==> src/rtl/quantum_timer.sv <==
// Preemption quantum timer: counts execution cycles of the running process and
// raises intSig when the slice expires, holding it until the control unit acknowledges.
module quantum_timer #(
    parameter int QUANTUM = 64,
    parameter int CNT_W   = 16
) (
    input  logic             clk,
    input  logic             rst_n,
    input  logic             enable,
    input  logic             halt,
    input  logic             stopQnt,
    input  logic             rstQnt,
    output logic             intSig,
    output logic [CNT_W-1:0] qntCount,
    output logic [7:0]       intCount,
    output logic [1:0]       qntState
);

    typedef enum logic [1:0] {
        IDLE    = 2'd0,
        COUNT   = 2'd1,
        FIRE    = 2'd2,
        STOPPED = 2'd3
    } state_t;

    localparam logic [CNT_W-1:0] LAST_CNT = CNT_W'(QUANTUM - 1);
    localparam logic [CNT_W-1:0] CNT_ONE  = CNT_W'(1);

    state_t state;

    assign qntState = state;

    always_ff @(posedge clk or negedge rst_n) begin
        if (!rst_n) begin
            state    <= IDLE;
            intSig   <= 1'b0;
            qntCount <= '0;
            intCount <= '0;
        end else if (!enable) begin
            // Scheduler off: drop everything except the preemption tally.
            state    <= IDLE;
            intSig   <= 1'b0;
            qntCount <= '0;
        end else begin
            case (state)
                IDLE: begin
                    state    <= COUNT;
                    qntCount <= '0;
                    intSig   <= 1'b0;
                end
                COUNT: begin
                    if (rstQnt) begin
                        qntCount <= '0;
                    end else if (halt) begin
                        qntCount <= qntCount;
                    end else if (qntCount == LAST_CNT) begin
                        state    <= FIRE;
                        qntCount <= '0;
                        intSig   <= 1'b1;
                        intCount <= intCount + 8'd1;
                    end else begin
                        qntCount <= qntCount + CNT_ONE;
                    end
                end
                FIRE: begin
                    // Request is held through halt so it can wake a halted CPU.
                    if (stopQnt) begin
                        state  <= STOPPED;
                        intSig <= 1'b0;
                    end
                end
                STOPPED: begin
                    qntCount <= '0;
                    if (rstQnt) begin
                        state <= COUNT;
                    end
                end
                default: begin
                    state    <= IDLE;
                    intSig   <= 1'b0;
                    qntCount <= '0;
                end
            endcase
        end
    end

endmodule

==> config.mk <==
export PLATFORM = sky130hd
export DESIGN_NAME = quantum_timer
export DESIGN_NICKNAME = d
export VERILOG_FILES = /design/src/rtl/quantum_timer.sv
export SDC_FILE = /design/constraint.sdc
export NUM_CORES = 1
export LEC_CHECK = 0
export CAP_MARGIN = 20
export CORE_MARGIN = 8
export CORE_UTILIZATION = 40
export CTS_CLUSTER_SIZE = 28
export DETAILED_ROUTE_END_ITERATION = 10
export HOLD_SLACK_MARGIN = 0.15
export SLEW_MARGIN = 40
export SYNTH_ARGS = -nofsm -noshare
export SYNTH_HDL_FRONTEND = slang
export SYNTH_SLANG_ARGS = --single-unit
==> constraint.sdc <==
create_clock -name clk -period 6.25 [get_ports clk]
set_input_delay 1.875 -clock clk [delete_from_list [all_inputs] [get_ports clk]]
set_output_delay 1.875 -clock clk [all_outputs]
set_load 0.005 [all_outputs]
==> impl_metrics.tcl <==
set metrics [dict create \
    status "finished, final reports clean" \
    drtIter0Drc 49 \
    n_fill_cell 340 \
    grt_max_degree 28 \
    cts_max_level 1 \
    maxCapViolCount 0 \
    setup_ws_ns 2.68 \
    min_path_type "reg -> reg" \
    switching_power_mw 0.129 \
    root_buffer "clkbuf_8" \
    drive_above_1_share_pct 8.59 \
    fmax_mhz 280 \
    pwr-share-seq_pct 47.4 \
    cts_resized 0 \
    drt_wl_total_mm 3.95 \
    critPathRequiredTime_ns 6.47 \
    syn_to_final_growth_pct 25.7 \
    ir_drop_mv 0.0985 \
    leakagePower_nw 0.908 \
    synth_nets 178 \
    synth.top_cells.by_area "dfrtp_1 (42%), ha_1 (4.7%), o31ai_1 (4.7%)" \
    place_hpwl_mm 2.93 \
    power_frac_comb_pct 26.8 \
    ios 33 \
    tightest_slew_ns 0.738 \
    synth_most_common_cell "dfrtp_1" \
    hp-start "intCount[7]" \
    die_w_um 79.4 \
    p_clk_share_pct 25.8 \
    ys_seq_area_share_pct 42.0 \
    cts_buffer_depth 2 \
    hold_end "intCount[7]" \
    synth_area_per_cell_um2 9.69 \
    numPortBuffers 32 \
    synth_cells 166 \
    netSwitchingFraction_pct 32.4 \
    place_ws_ns 2.39 \
    critPathKind "in -> reg" \
    critPathMaxStageDelay_ns 0.52 \
    synth_top_area_share_pct 42.0 \
    rrSetupSlack_ns 3.93 \
    die-area_um2 6310 \
    grt_pass1_vias 1361 \
    rsz0062_at_grt "false" \
    cts_tree "built" \
    via_count 1392 \
    r2r-end "qntCount[12]" \
    synth_cell_type_count 40 \
    gp_congestion 0.794 \
    firstDrtPassIters 4 \
    avgRoutedWirePerCell_um 15.9 \
    ys_seq_elements 27 \
    cp-end-kind "flop" \
    hold_violations 0 \
    ctsHoldBuffers 0 \
    crit_fanout 14 \
    initial_utilization_pct 40.8 \
    post-place-cells 244 \
    finalPower_mw 0.398 \
    period_share_pct 57.1 \
    synth_edf_count 0 \
    min_delay_path_depth 1 \
    final.setup.tns_ns 0 \
    worstSetupStartpointType "input pin" \
    clock-sinks 27 \
    fin_skew_ns 0.00638 \
    antenna_cells 0 \
    grt_usage_pct 12.9 \
    overflow 0 \
    synthArstFlopShare_pct 100 \
    post_cts_buffers 0 \
    pwr_density_cell_nw_per_um2 197 \
    finalMaxSlewViolations 0 \
    synth_flop_cell "dfrtp_1" \
    r2r.worst_path.cells 5 \
    synth_top_cell_by_area "dfrtp_1" \
    period_minus_slack_ns 3.57 \
    finalSetupViolations 0 \
    ant_nets 0 \
    crit_slowest_cell "or4_1" \
    rows 23 \
    drc_errors 0 \
    design.core.area_um2 3940 \
    path_clk_slew_ns 0.10 \
    grt_pass1_wl_mm 6.57 \
    rr_startpoint "qntCount[9]" \
    synth_commonest_cells "dfrtp_1 (27), nand2_1 (13), nand3_1 (12)" \
    final_cells 248 \
    worstPathCellList "clkdlybuf4s50_1 > and4bb_2 > and2_1 > o21ai_4 > or4_1 > nand2_1" \
    clk_latency_ns 0.28 \
    antenna_found_initial 0 \
    viasPerCell 5.61 \
    ys_warn_count 0 \
    die_h_um 79.4 \
    worstPathArrival_ns 3.79 \
    intPower_mw 0.269 \
    cts_buffers 3 \
    final_nets 211 \
    slew_headroom_pct 50.8 \
    netlist_area_um2 1610 \
]
-- cell type report --
cell class / count / area [µm²] / area share (%)
sequential: 27 / 676 / 33.4
tap: 50 / 62.6 / 3.09
inverter: 5 / 18.8 / 0.928
clock inverter: 1 / 7.51 / 0.371
multi-input combinational: 129 / 888 / 43.9
timing repair buffer: 33 / 328 / 16.2
clock buffer: 3 / 41.3 / 2.04
-- power by group through the flow --
stage / Sequential (mW) / Clock [mW] / Combinational (mW)
2_1_floorplan: 0.192 / 0 / 0.0733
3_3_place_gp: 0.192 / 0 / 0.102
3_5_place_dp: 0.193 / 0 / 0.107
4_1_cts: 0.189 / 0.106 / 0.107
5_1_grt: 0.190 / 0.115 / 0.121
6_report: 0.189 / 0.103 / 0.107
-- metal layers --
layer	global-route usage, %	routed length, µm
met5	0	0
met4	4.81	38
met3	3.83	247
met2	20.2	1820
met1	16.4	1850
-- flip-flops by register name, summed over array words and instances, names as in the netlist --
| name | cells |
|---|---|
| intCount | 8 |
| intSig | 1 |
| qntCount | 16 |
| qntState | 2 |
-- cell families (layout without fill, tap and decap cells) --
logic type	count (synthesis)	after routing	synth area share, %
and+or+nand+nor	72	72	27.3
AOI/OAI and AO/OA	41	41	17.0
DFF	27	27	42.0
buffers and inverters	10	42	3.03
xor gates and xnor gates	7	7	3.81
adders and majority gates	6	6	4.67
muxes	3	3	2.18
-- worst max-delay path, delay by kind of cell --
kind / cells / cell delay (ns)
compound gates: 1 / 0.15
buf+inv: 1 / 0.51
simple gates: 4 / 1.26
-- metrics by stage --
stage,util [%],hold WS (ns),cell area (µm²)
finish,51.3,0.473,2020
global route,51.3,0.499,2020
CTS,51.3,0.479,2020
detailed placement,50.0,0.460,1970
global placement,50.0,0.456,1970
floorplan,-,0.465,1610
-- layout by cell type (no fill, tap or decap), types with 4 or more instances in the layout --
master / n
nor3_1: 5
nand2_1: 13
inv_1: 5
and3_1: 8
nand4_1: 6
clkdlybuf4s50_1: 32
xnor2_1: 4
o31ai_1: 10
a21oi_1: 8
a31oi_1: 4
dfrtp_1: 27
nand3_1: 12
o21ai_0: 8
ha_1: 6
nor2_1: 4
-- worst max-delay path by stage --
stage                       from            to  slack (ns)  cells after the start
final                     rstQnt  qntCount[15]        2.68                      6
after global routing      rstQnt  qntCount[15]        2.61                      6
after CTS                 rstQnt  qntCount[15]        2.69                      6
after detailed placement  rstQnt  qntCount[15]        2.39                      6
after global placement    rstQnt   qntCount[4]        2.37                      5
after floorplan             halt  qntCount[15]        3.14                      5
Power figures use the tool's default switching activity.
